--- src/rtl/instr_enc_pkg.sv ---
// Shared types and constants for the MIPS program-loader encoder.
// Optional feature macro: ENC_SHIFT_EN (enables sll/srl/sra encoding).
package instr_enc_pkg;

  typedef enum logic [4:0] {
    OP_ADD  = 5'd0,
    OP_SUB  = 5'd1,
    OP_AND  = 5'd2,
    OP_OR   = 5'd3,
    OP_SLT  = 5'd4,
    OP_SLTU = 5'd5,
    OP_ADDU = 5'd6,
    OP_SUBU = 5'd7,
    OP_NOR  = 5'd8,
    OP_SLL  = 5'd9,
    OP_SRL  = 5'd10,
    OP_SRA  = 5'd11,
    OP_JR   = 5'd12,
    OP_JALR = 5'd13,
    OP_ADDI = 5'd14,
    OP_ORI  = 5'd15,
    OP_LW   = 5'd16,
    OP_SW   = 5'd17,
    OP_BEQ  = 5'd18,
    OP_BNE  = 5'd19,
    OP_J    = 5'd20,
    OP_JAL  = 5'd21
  } req_op_e;

  localparam logic [5:0] OPC_RTYPE = 6'h00;
  localparam logic [5:0] OPC_ADDI  = 6'h08;
  localparam logic [5:0] OPC_ORI   = 6'h0D;
  localparam logic [5:0] OPC_LW    = 6'h23;
  localparam logic [5:0] OPC_SW    = 6'h2B;
  localparam logic [5:0] OPC_BEQ   = 6'h04;
  localparam logic [5:0] OPC_BNE   = 6'h05;
  localparam logic [5:0] OPC_J     = 6'h02;
  localparam logic [5:0] OPC_JAL   = 6'h03;

  localparam logic [5:0] FN_ADD  = 6'h20;
  localparam logic [5:0] FN_ADDU = 6'h21;
  localparam logic [5:0] FN_SUB  = 6'h22;
  localparam logic [5:0] FN_SUBU = 6'h23;
  localparam logic [5:0] FN_AND  = 6'h24;
  localparam logic [5:0] FN_OR   = 6'h25;
  localparam logic [5:0] FN_NOR  = 6'h27;
  localparam logic [5:0] FN_SLT  = 6'h2A;
  localparam logic [5:0] FN_SLTU = 6'h2B;
  localparam logic [5:0] FN_SLL  = 6'h00;
  localparam logic [5:0] FN_SRL  = 6'h02;
  localparam logic [5:0] FN_SRA  = 6'h03;
  localparam logic [5:0] FN_JR   = 6'h08;
  localparam logic [5:0] FN_JALR = 6'h09;

  typedef enum logic [1:0] {
    ST_IDLE  = 2'd0,
    ST_RUN   = 2'd1,
    ST_FULL  = 2'd2,
    ST_DRAIN = 2'd3
  } state_e;

  function automatic logic [31:0] pack_r(input logic [4:0] rs, input logic [4:0] rt,
                                         input logic [4:0] rd, input logic [4:0] sh,
                                         input logic [5:0] fn);
    return {OPC_RTYPE, rs, rt, rd, sh, fn};
  endfunction

  function automatic logic [31:0] pack_i(input logic [5:0] opc, input logic [4:0] rs,
                                         input logic [4:0] rt, input logic [15:0] imm);
    return {opc, rs, rt, imm};
  endfunction

  function automatic logic [31:0] pack_j(input logic [5:0] opc, input logic [25:0] tgt);
    return {opc, tgt};
  endfunction

endpackage

--- src/rtl/instr_enc_core.sv ---
// Combinational field packer: turns one request into a 32-bit MIPS word plus a legal flag.
// ENC_SHIFT_EN selects whether sll/srl/sra and the shamt field are supported.
module instr_enc_core
  import instr_enc_pkg::*;
(
  input  logic [4:0]  op_i,
  input  logic [4:0]  rs_i,
  input  logic [4:0]  rt_i,
  input  logic [4:0]  rd_i,
  input  logic [4:0]  shamt_i,
  input  logic [15:0] imm_i,
  input  logic [25:0] target_i,
  output logic [31:0] word_o,
  output logic        legal_o
);

  logic [4:0] sh;

`ifdef ENC_SHIFT_EN
  assign sh = shamt_i;
`else
  // Without shift support the shamt field is always emitted as zero.
  logic unused_shamt;
  assign unused_shamt = ^shamt_i;
  assign sh = 5'd0;
`endif

  always_comb begin
    word_o  = 32'd0;
    legal_o = 1'b1;
    case (op_i)
      OP_ADD:  word_o = pack_r(rs_i, rt_i, rd_i, sh, FN_ADD);
      OP_SUB:  word_o = pack_r(rs_i, rt_i, rd_i, sh, FN_SUB);
      OP_AND:  word_o = pack_r(rs_i, rt_i, rd_i, sh, FN_AND);
      OP_OR:   word_o = pack_r(rs_i, rt_i, rd_i, sh, FN_OR);
      OP_SLT:  word_o = pack_r(rs_i, rt_i, rd_i, sh, FN_SLT);
      OP_SLTU: word_o = pack_r(rs_i, rt_i, rd_i, sh, FN_SLTU);
      OP_ADDU: word_o = pack_r(rs_i, rt_i, rd_i, sh, FN_ADDU);
      OP_SUBU: word_o = pack_r(rs_i, rt_i, rd_i, sh, FN_SUBU);
      OP_NOR:  word_o = pack_r(rs_i, rt_i, rd_i, sh, FN_NOR);
`ifdef ENC_SHIFT_EN
      OP_SLL:  word_o = pack_r(5'd0, rt_i, rd_i, sh, FN_SLL);
      OP_SRL:  word_o = pack_r(5'd0, rt_i, rd_i, sh, FN_SRL);
      OP_SRA:  word_o = pack_r(5'd0, rt_i, rd_i, sh, FN_SRA);
`endif
      OP_JR:   word_o = pack_r(rs_i, 5'd0, 5'd0, 5'd0, FN_JR);
      OP_JALR: word_o = pack_r(rs_i, 5'd0, rd_i, 5'd0, FN_JALR);
      OP_ADDI: word_o = pack_i(OPC_ADDI, rs_i, rt_i, imm_i);
      OP_ORI:  word_o = pack_i(OPC_ORI, rs_i, rt_i, imm_i);
      OP_LW:   word_o = pack_i(OPC_LW, rs_i, rt_i, imm_i);
      OP_SW:   word_o = pack_i(OPC_SW, rs_i, rt_i, imm_i);
      OP_BEQ:  word_o = pack_i(OPC_BEQ, rs_i, rt_i, imm_i);
      OP_BNE:  word_o = pack_i(OPC_BNE, rs_i, rt_i, imm_i);
      OP_J:    word_o = pack_j(OPC_J, target_i);
      OP_JAL:  word_o = pack_j(OPC_JAL, target_i);
      default: legal_o = 1'b0;
    endcase
  end

endmodule

--- src/rtl/instr_encoder.sv ---
// Program loader: accepts encode requests, writes packed MIPS words into instruction memory.
// Shift encoding is controlled by the ENC_SHIFT_EN macro (see instr_enc_core).
module instr_encoder
  import instr_enc_pkg::*;
#(
  parameter int ADDR_W = 10
) (
  input  logic              clk_i,
  input  logic              rst_i,
  input  logic              start_i,
  input  logic [ADDR_W-1:0] base_addr_i,
  input  logic              finish_i,
  input  logic              req_valid_i,
  output logic              req_ready_o,
  input  logic [4:0]        req_op_i,
  input  logic [4:0]        req_rs_i,
  input  logic [4:0]        req_rt_i,
  input  logic [4:0]        req_rd_i,
  input  logic [4:0]        req_shamt_i,
  input  logic [15:0]       req_imm_i,
  input  logic [25:0]       req_target_i,
  output logic              im_we_o,
  output logic [ADDR_W-1:0] im_addr_o,
  output logic [31:0]       im_wdata_o,
  output logic              done_o,
  output logic              err_o,
  output logic [ADDR_W:0]   count_o
);

  localparam logic [ADDR_W-1:0] ADDR_MAX  = '1;
  localparam logic [ADDR_W:0]   COUNT_MAX = {1'b1, {ADDR_W{1'b0}}};

  state_e            state_q, state_d;
  logic [ADDR_W-1:0] addr_q, addr_d;
  logic [ADDR_W:0]   count_q, count_d;
  logic              we_q, we_d;
  logic [ADDR_W-1:0] im_addr_q, im_addr_d;
  logic [31:0]       wdata_q, wdata_d;
  logic              done_q, done_d;
  logic              err_q, err_d;

  logic [31:0] enc_word;
  logic        enc_legal;
  logic        accept;

  instr_enc_core u_core (
    .op_i     (req_op_i),
    .rs_i     (req_rs_i),
    .rt_i     (req_rt_i),
    .rd_i     (req_rd_i),
    .shamt_i  (req_shamt_i),
    .imm_i    (req_imm_i),
    .target_i (req_target_i),
    .word_o   (enc_word),
    .legal_o  (enc_legal)
  );

  assign req_ready_o = (state_q == ST_RUN) & ~finish_i;
  assign accept      = req_valid_i & req_ready_o;

  // Write staging first; FSM control below may override counter and state.
  always_comb begin
    state_d   = state_q;
    addr_d    = addr_q;
    count_d   = count_q;
    we_d      = 1'b0;
    im_addr_d = im_addr_q;
    wdata_d   = wdata_q;
    done_d    = 1'b0;
    err_d     = err_q;

    if (accept) begin
      if (enc_legal) begin
        we_d      = 1'b1;
        im_addr_d = addr_q;
        wdata_d   = enc_word;
        if (addr_q == ADDR_MAX) begin
          state_d = ST_FULL;
        end else begin
          addr_d = addr_q + 1'b1;
        end
        if (count_q != COUNT_MAX) begin
          count_d = count_q + 1'b1;
        end
      end else begin
        err_d = 1'b1;
      end
    end

    case (state_q)
      ST_IDLE: begin
        if (start_i) begin
          state_d = ST_RUN;
          addr_d  = base_addr_i;
          count_d = '0;
        end
      end
      ST_RUN, ST_FULL: begin
        if (finish_i) begin
          state_d = ST_DRAIN;
        end else if (start_i) begin
          state_d = ST_RUN;
          addr_d  = base_addr_i;
          count_d = '0;
        end
      end
      ST_DRAIN: begin
        state_d = ST_IDLE;
        done_d  = 1'b1;
      end
      default: state_d = ST_IDLE;
    endcase
  end

  always_ff @(posedge clk_i) begin
    if (rst_i) begin
      state_q   <= ST_IDLE;
      addr_q    <= '0;
      count_q   <= '0;
      we_q      <= 1'b0;
      im_addr_q <= '0;
      wdata_q   <= '0;
      done_q    <= 1'b0;
      err_q     <= 1'b0;
    end else begin
      state_q   <= state_d;
      addr_q    <= addr_d;
      count_q   <= count_d;
      we_q      <= we_d;
      im_addr_q <= im_addr_d;
      wdata_q   <= wdata_d;
      done_q    <= done_d;
      err_q     <= err_d;
    end
  end

  assign im_we_o    = we_q;
  assign im_addr_o  = im_addr_q;
  assign im_wdata_o = wdata_q;
  assign done_o     = done_q;
  assign err_o      = err_q;
  assign count_o    = count_q;

endmodule

--- config.mk ---
export PLATFORM = sky130hd
export DESIGN_NAME = instr_encoder
export DESIGN_NICKNAME = d
export VERILOG_FILES = /design/src/rtl/instr_enc_pkg.sv /design/src/rtl/instr_enc_core.sv /design/src/rtl/instr_encoder.sv
export SDC_FILE = /design/constraint.sdc
export NUM_CORES = 1
export LEC_CHECK = 0
export CORE_UTILIZATION = 40
export DETAILED_ROUTE_END_ITERATION = 7
export PLACE_DENSITY = 0.86
export SKIP_CTS_REPAIR_TIMING = 1
export SYNTH_ARGS = -nofsm -noshare
export SYNTH_HDL_FRONTEND = slang
export SYNTH_HIERARCHICAL = 1
export SYNTH_SLANG_ARGS = --single-unit
--- constraint.sdc ---
create_clock -name clk_i -period 2.12 [get_ports clk_i]
set_input_delay 0.212 -clock clk_i [delete_from_list [all_inputs] [get_ports clk_i]]
set_output_delay 0.212 -clock clk_i [all_outputs]
set_load 0.1 [all_outputs]
* After elaboration in Yosys (flattened, before gate mapping) *
Cells that the tools add are included.

storage, ports and cells
  flip-flop bits (word level) = 68
  word-level logic and storage cells = 67
  output and inout bits = 57
  input bits = 82

cells by class
  multiplexer cells = 22
  reductions and logical operators = 7
  add/sub/neg operators = 2
  bitwise operators = 5
  equality and inequality tests = 23

operators with widths
  operator                                                                count
  32-bit one-hot mux with 19 select lines                                 1
  11-bit two-way mux                                                      5
  10-bit two-way mux                                                      5
  5-bit equality test (second input constant)                             6
  5-bit by 4-bit equality test with 1-bit output (second input constant)  5
  11-bit one-hot mux with 2 select lines                                  1
  5-bit by 3-bit equality test with 1-bit output (second input constant)  4
  10-bit one-hot mux with 2 select lines                                  1
  19-bit OR reduction                                                     1
  11-bit by 1-bit adder with 11-bit output (second input constant)        1
  11-bit != test (second input constant)                                  1
  10-bit by 1-bit adder with 10-bit output (second input constant)        1
  10-bit equality test (second input constant)                            1
  5-bit by 2-bit equality test with 1-bit output (second input constant)  2
  2-bit two-way mux                                                       5
  2-bit one-hot mux with 3 select lines                                   1
  5-bit by 1-bit equality test with 1-bit output (second input constant)  1
  5-bit logical NOT                                                       1
  2-bit equality test (second input constant)                             2
  2-bit AND reduction                                                     2
  2-bit OR reduction                                                      2
  1-bit two-way mux                                                       3
  1-bit inverter                                                          3
  1-bit AND                                                               2
  other kinds (2)                                                         2

* Longest topological paths before layout *
Gate-level depths: netlist of run 1.

  depth after elaboration = 8
  gate-level depth with buffers = 9
  depth with buffers taken out = 7

* Hierarchy *
The synthesis of run 1 kept the hierarchy.

by module, submodules not included
  module          cells each  area each (µm²)  seq. area each (µm²)  times used
  instr_encoder   358         2864.0           1361.3                1
  instr_enc_core  92          713.2            0.0                   1

* Least setup slack after synthesis of run 1 *
OpenSTA, ideal clock, no wires.

  kind = reg2reg
  start point = register state_q[1]
  end point = register count_q[9], in the netlist count_o[9]
  slack = -0.733 ns
  cell stages (with the launch flop) = 8
  library setup time = 0.128 ns
  arrival = 2.726 ns
  path buffers = 0
  cells stage by stage = dfxtp_1 -> inv_1 -> ha_1 -> nor2b_1 -> nand2_1 -> nor3b_1 -> xnor2_1 -> nor2_1

between the ends
  longest elaborated chain between the ends = 7
  elaborated cells between the ends (all ways) = 10
  those cells by class = 2 x eq/ne; 4 x mux; 2 x bitwise; 2 x reduce/logical

ends and longest elaborated chain
  item                                              RTL line                                   RTL
  start, declared                                   instr_encoder.sv:33                        state_e state_q, state_d;
  start signal, assigned                            instr_encoder.sv:126                       state_q <= state_d;
  2-bit by 1-bit equality test with 1-bit output *  instr_encoder.sv:58                        assign req_ready_o = (state_q == ST_RUN) & ~finish_i;
  1-bit AND *                                       instr_encoder.sv:58
  net req_ready_o                                   instr_encoder.sv:14                        output logic req_ready_o,
  1-bit AND *                                       instr_encoder.sv:59                        assign accept = req_valid_i & req_ready_o;
  11-bit two-way mux *                              instr_encoder.sv:72                        if (accept) begin
  11-bit two-way mux                                instr_encoder.sv:92, instr_encoder.sv:101
  11-bit two-way mux                                instr_encoder.sv:99                        if (finish_i) begin
  11-bit one-hot mux with 2 select lines *          instr_encoder.sv:90                        case (state_q)
  end signal, assigned                              instr_encoder.sv:128                       count_q <= count_d;
  end, declared                                     instr_encoder.sv:35                        logic [ADDR_W:0] count_q, count_d;

The timed path passes the listed nets; every way through them passes the cells marked *.
A chain may end at the register's enable or synchronous reset.

* Worst setup path after layout of run 1 *
  start point = input port req_op_i[1]
  end point = register count_q[3], in the netlist count_o[3]

between the ends
  longest elaborated chain between the ends = 8
  elaborated cells between the ends (all ways) = 26
  those cells by class = 18 x eq/ne; 6 x mux; 2 x reduce/logical

ends and longest elaborated chain
  item                                                                          RTL line                                   RTL
  start, declared                                                               instr_encoder.sv:15                        input logic [4:0] req_op_i,
  5-bit by 1-bit equality test with 1-bit output, or another cell as far along  instr_enc_core.sv:31                       case (op_i)
  19-bit OR reduction (no source line) *                                        -
  1-bit two-way mux *                                                           instr_enc_core.sv:31
  net enc_legal                                                                 instr_encoder.sv:43                        logic enc_legal;
  11-bit two-way mux *                                                          instr_encoder.sv:73                        if (enc_legal) begin
  11-bit two-way mux *                                                          instr_encoder.sv:72
  11-bit two-way mux                                                            instr_encoder.sv:92, instr_encoder.sv:101
  11-bit two-way mux                                                            instr_encoder.sv:99
  11-bit one-hot mux with 2 select lines *                                      instr_encoder.sv:90

Marks and branches as above.

==> flow_summary.yaml, run 1 <==
final_layout:
  stdcell_count: 702
  drive_above_1_share_pct: 19.9
  layout.nets: 677
  syn_to_final_growth_pct: 46.4
  utilization_pct: 60.3
  diodes: 0
power:
  irDropWorstVdd_mv: 0.379
  leakage_nw: 2.02
  power.density_mw_per_mm2: 649
timing:
  worst_slew_pin_slew_ns: 0.496
  fin_worst_hold_slack_ns: 0.222
  finalHoldViolCount: 0
  period_share_pct: 94.4
  slew_violations: 0
  fmax_mhz: 500
  setup_viol: 0
  finalClockSkew_ns: 0.00829
  rsz0062_at_grt: "false"
  setup_tns_ns: 0
  min_period_ns: 2.00
  relSlewSlack_pct: 66.4
setup_path:
  cp_cell_sequence: "clkdlybuf4s50_1 -> o21ba_2 -> o22ai_4 -> buf_4 -> and4b_2 -> buf_4 -> nand4_1 -> xor2_1 -> nor2_1"
  cp_top_family: "buffers and inverters"
  arrival_ns: 2.24
  critPathBufInv: 3
  critPathMaxFanout: 26
  required_ns: 2.36
  start_kind: "input port"
  max_stage_delay_ns: 0.48
  cpMostUsedCell: "buf_4"
  crit_slowest_cell: "clkdlybuf4s50_1"
  crit_path_end_kind: "flop"
  criticalPathCategory: "input port to flop"
  worstRegToRegCells: 6
  r2r-start: "addr_q[0]"
  reg2reg_setup_slack_ns: 0.20
  reg2reg_to: "addr_q[0]"
global_route:
  grt_max_degree: 48
  grt_first_pass_wirelength_um: 16700
  use_met3_pct: 5.95
  grt_pass1_vias: 3596
  use_met2_pct: 42.7
  antenna_found_initial: 0
  grt_overflow: 0
  grt.met1_usage_pct: 25.7
  top_usage_layer: "met2"
  grt_usage_pct: 23.7
yosys:
  ys_async_sr_fraction_pct: 0
  synth_top_area_share_pct: 38.1
  synth_area_per_cell_um2: 7.95
  synthDistinctLibCells: 64
  ys_seq_area_share_pct: 38.1
  syn_inst: 450
  syn_nets: 538
  ys.flop_type: "dfxtp_1"
  synth_area_leaders: "dfxtp_1 38%, nand2_1 11%, a21oi_1 7.7%"
  synth_area_mm2: 0.00358
  synth-edff-count: 0
  synth_top_area_cell: "dfxtp_1"
  synth_seq_cells: 68
  yosysWarnings: 6
flow_run:
  cap_violations: 0
placement:
  gp_congestion: 0.834
  portBuffers: 133
  dp_cells: 686
  place_hpwl_um: 8130
outcome:
  status: "complete, no violations"
min_path:
  holdPathStages: 4
  hold-path-endpoint: "addr_q[8]"
  hp-start: "rst_i"
  min_path_type: "input port to flop"
drt:
  wirelength_um: 10900
  drt-initial-drc-count: 105
  drcViolationCount: 0
  wl_per_cell_um: 15.6
  detail-route-antenna-nets: 0
  dr.pass1.iters: 5
  viasPerCell: 5.45
  vias: 3829
cts:
  cts_tree: "yes"
  clk_latency_ns: 0.35
  clockBufferDepth: 2
  cts.sinks: 68
  cts_buffers: 9
  root_buffer: "clkbuf_8"
  cts.reportedPaths.clkPinSlew_ns: 0.07
  ctsHtreeMaxLevel: 3
floorplan:
  rows: 34
  core-area_mm2: 0.00868
  pin_count: 139
  die_h_um: 96.6
  start_util_pct: 41.2
  dieWidth_um: 96.6
  dieArea_mm2: 0.00932
[cells in the final DEF (no fill, tap or decap), types with 7 or more instances in the layout]
master,n
dfxtp_1,66
o21ai_0,12
clkdlybuf4s50_1,75
nor2_1,28
a221o_1,7
a21oi_1,55
nand2_1,101
a22o_1,12
inv_1,7
nand3_1,13
buf_4,82
clkbuf_8,9
[worst min-delay path, delay by kind of cell]
kind | cells | cell delay [ns]
and+or+nand+nor | 1 | 0.08
AOI/OAI and AO/OA | 2 | 0.12
buffers and inverters | 1 | 0.11
[cell usage after synthesis, drive strengths merged (6+ instances only)]
cell / instances
a21oi: 55
a221o: 7
a22o: 12
and2: 6
buf: 17
clkbuf: 14
dfxtp: 68
ha: 6
inv: 7
nand2: 102
nand2b: 6
nand3: 13
nand4: 7
nor2: 29
o21ai: 14
xnor2: 6
[power by group]
group	leakage (nW)	total [mW]	internal [mW]	switching, mW
clock	0.127	1.41	0.903	0.506
combinational	1.34	0.648	0.301	0.347
sequential	0.550	1.34	1.31	0.0338
total	2.02	3.40	2.51	0.887
[cell type report]
type	instances	area, um2
inverter	7	26.3
clock inverter	6	136
fill	798	3440
sequential	68	1360
clock buffer	10	128
multi-input combinational	344	2060
timing repair buffer	159	1390
tap	108	135
[kinds of logic after synthesis]
| group | after synthesis | share of synthesized area, % |
|---|---|---|
| DFF | 68 | 38.1 |
| AOI/OAI and AO/OA | 120 | 22.0 |
| muxes | 5 | 1.40 |
| xor gates and xnor gates | 11 | 2.69 |
| and+or+nand+nor | 199 | 27.7 |
| adders and majority gates | 8 | 2.69 |
| buffers and inverters | 38 | 5.32 |
| other | 1 | 0.105 |
[routing by layer]
metal  part of all wire, %  wire [um]  vias to the layer above
met4                   2.8        306                        0
met3                   6.6        719                       25
met1                    40       4350                     1797
met2                    51       5550                      138
met5                     0          0                        -
li1                      -          -                     1869
[worst max-delay path by stage]
stage	slack, ns	cells after the start	to	from
after detailed placement	-0.29	9	count_o[3]	req_op_i[1]
after global routing	0.03	10	addr_q[0]	req_op_i[1]
final	0.12	9	count_o[3]	req_op_i[1]
after CTS	-0.17	7	count_o[8]	state_q[0]
after global placement	-0.22	9	count_o[3]	req_op_i[2]
after floorplan	0.07	5	count_o[9]	count_o[5]
[registers in the layout (all words and copies together) (netlist names)]
signal,count
im_we_o,1
addr_q,10
im_wdata_o,32
state_q,2
done_o,1
im_addr_o,10
count_o,11
err_o,1
[through the flow]
stage	instance area, um2	worst slack, ns	total power [mW]
after global placement	4960	-0.221	1.99
final	5240	0.119	3.40
after global routing	5240	0.0332	3.55
after CTS	5220	-0.165	3.42
after detailed placement	4960	-0.289	2.01
after floorplan	3590	0.0675	1.74
No activity file was read; power rests on OpenSTA's default activity.
==> inputs of run 2 (changes only) <==
--- a/config.mk
+++ b/config.mk
@@ -5,9 +5,9 @@
 export SDC_FILE = /design/constraint.sdc
 export NUM_CORES = 1
 export LEC_CHECK = 0
-export CORE_UTILIZATION = 40
+export CORE_UTILIZATION = 44
 export DETAILED_ROUTE_END_ITERATION = 7
-export PLACE_DENSITY = 0.86
+export PLACE_DENSITY = 0.9
 export SKIP_CTS_REPAIR_TIMING = 1
 export SYNTH_ARGS = -nofsm -noshare
 export SYNTH_HDL_FRONTEND = slang
==> constraint.sdc (replaced) <==
create_clock -name clk_i -period 1.9 [get_ports clk_i]
set_input_delay 0.19 -clock clk_i [delete_from_list [all_inputs] [get_ports clk_i]]
set_output_delay 0.19 -clock clk_i [all_outputs]
set_load 0.1 [all_outputs]
==> run 2 against run 1 <==
Core utilization grew 7.6 points. Clock power down 7%. Critical path depth decreased by 2. Critical endpoint is now im_wdata_o[12].
==> flow_summary.yaml, run 2 (same netlist as run 1, synthesis figures left out) <==
floorplan:
  start_util_pct: 45.8
  dieWidth_um: 92.2
  rows: 32
  core-area_mm2: 0.00781
  pin_count: 139
  dieArea_mm2: 0.00849
  die_h_um: 92.2
final_layout:
  utilization_pct: 67.9
  stdcell_count: 707
  final_area_mm2: 0.00530
  diodes: 0
  seq_area_mm2: 0.00137
  layout.nets: 688
  largest_reg_flops: 32
  drive_above_1_share_pct: 22.8
  multi_input_area_mm2: 0.00207
  nFillCells: 625
  syn_to_final_growth_pct: 48.3
  layout_common_cells: "101 x nand2_1, 91 x buf_4, 72 x clkdlybuf4s50_1, 59 x dfxtp_1, 55 x a21oi_1"
  final_common_cell: "nand2_1"
drt:
  drcViolationCount: 0
  routed-wl-met2_um: 5260
  drt-initial-drc-count: 235
  wl_per_cell_um: 15.2
  dr.max_layer_used: "met4"
  vias: 3873
  drt-met1-wl_um: 4500
  dr.pass1.iters: 5
  wirelength_um: 10700
  wl_met3_um: 568
  detail-route-antenna-nets: 0
  viasPerCell: 5.48
setup_path:
  crit_path_end_kind: "flop"
  critPathMaxFanout: 15
  required_ns: 2.17
  criticalPathCategory: "input port to flop"
  start_kind: "input port"
  max_stage_delay_ns: 0.55
  cp_cell_sequence: "clkdlybuf4s50_1 -> buf_4 -> or3b_4 -> nand2_2 -> a221o_1 -> nand2_1 -> a21oi_1"
  arrival_ns: 2.07
  crit_slowest_cell: "clkdlybuf4s50_1"
timing:
  fin_worst_hold_slack_ns: 0.296
  setup_tns_ns: 0
  final.setup.worst_slack_ns: 0.103
  finalClockSkew_ns: 0.0132
  slew_violations: 0
  setup_viol: 0
  min_period_ns: 1.80
  period_share_pct: 94.6
  finalHoldViolCount: 0
  fmax_mhz: 556
cts:
  cts_buffers: 9
  cts.reportedPaths.clkPinSlew_ns: 0.07
  cts_tree: "yes"
  root_buffer: "clkbuf_8"
  clockBufferDepth: 2
  cts.sinks: 68
  clk_latency_ns: 0.35
  ctsHtreeMaxLevel: 3
placement:
  portBuffers: 133
  gp_congestion: 0.925
  dpl_cell_area_mm2: 0.00501
  dp_cells: 685
  dp_slack_ns: -0.398
  place_hpwl_um: 7870
flow_run:
  cap_violations: 0
global_route:
  grt_overflow: 0
  grt_pass1_vias: 3784
  grt_first_pass_wirelength_um: 17800
  antenna_found_initial: 0
  grt_usage_pct: 26.4
  grt_max_degree: 48
min_path:
  min_path_type: "input port to flop"
power:
  leakage_nw: 2.08
  power.density_mw_per_mm2: 672
  irDropWorstVdd_mv: 0.457
  finalPower_mw: 3.57
outcome:
  status: "complete, no violations"
[run 2: layout make-up]
| cell class | instances | share of cell area (%) |
|---|---|---|
| Multi-Input combinational cell | 344 | 39.0 |
| Inverter | 7 | 0.495 |
| Clock inverter | 6 | 1.67 |
| Tap cell | 102 | 2.41 |
| Timing Repair Buffer | 170 | 28.1 |
| Clock buffer | 10 | 2.41 |
| Sequential cell | 68 | 25.9 |
[run 2: report_power, final]
part / internal [mW] / switching [mW] / leakage (nW)
sequential: 1.46 / 0.0358 / 0.554
combinational: 0.366 / 0.391 / 1.43
clock: 0.739 / 0.573 / 0.102
total: 2.57 / 0.999 / 2.08
[run 2: per-layer routing]
metal	track usage [%]	vias up
li1	-	1883
met1	32.3	1809
met2	43.8	144
met3	4.73	37
met4	13.8	0
met5	0	-
[run 2: worst paths after layout]
check / start / end / slack (ns) / cells past startpoint
worst min register to register: im_wdata_o[21] / im_wdata_o[21] / 0.46 / 2
worst max-delay path: req_op_i[4] / im_wdata_o[12] / 0.10 / 7
worst min-delay path: rst_i / addr_q[2] / 0.30 / 5
worst max register to register: state_q[1] / state_q[1] / 0.11 / 7
[run 2: critical path, delay by kind of cell]
kind,cells,cell delay [ns]
buffers and inverters,2,0.78
AND/OR/NAND/NOR,3,0.74
AO/OA/AOI/OAI,2,0.35
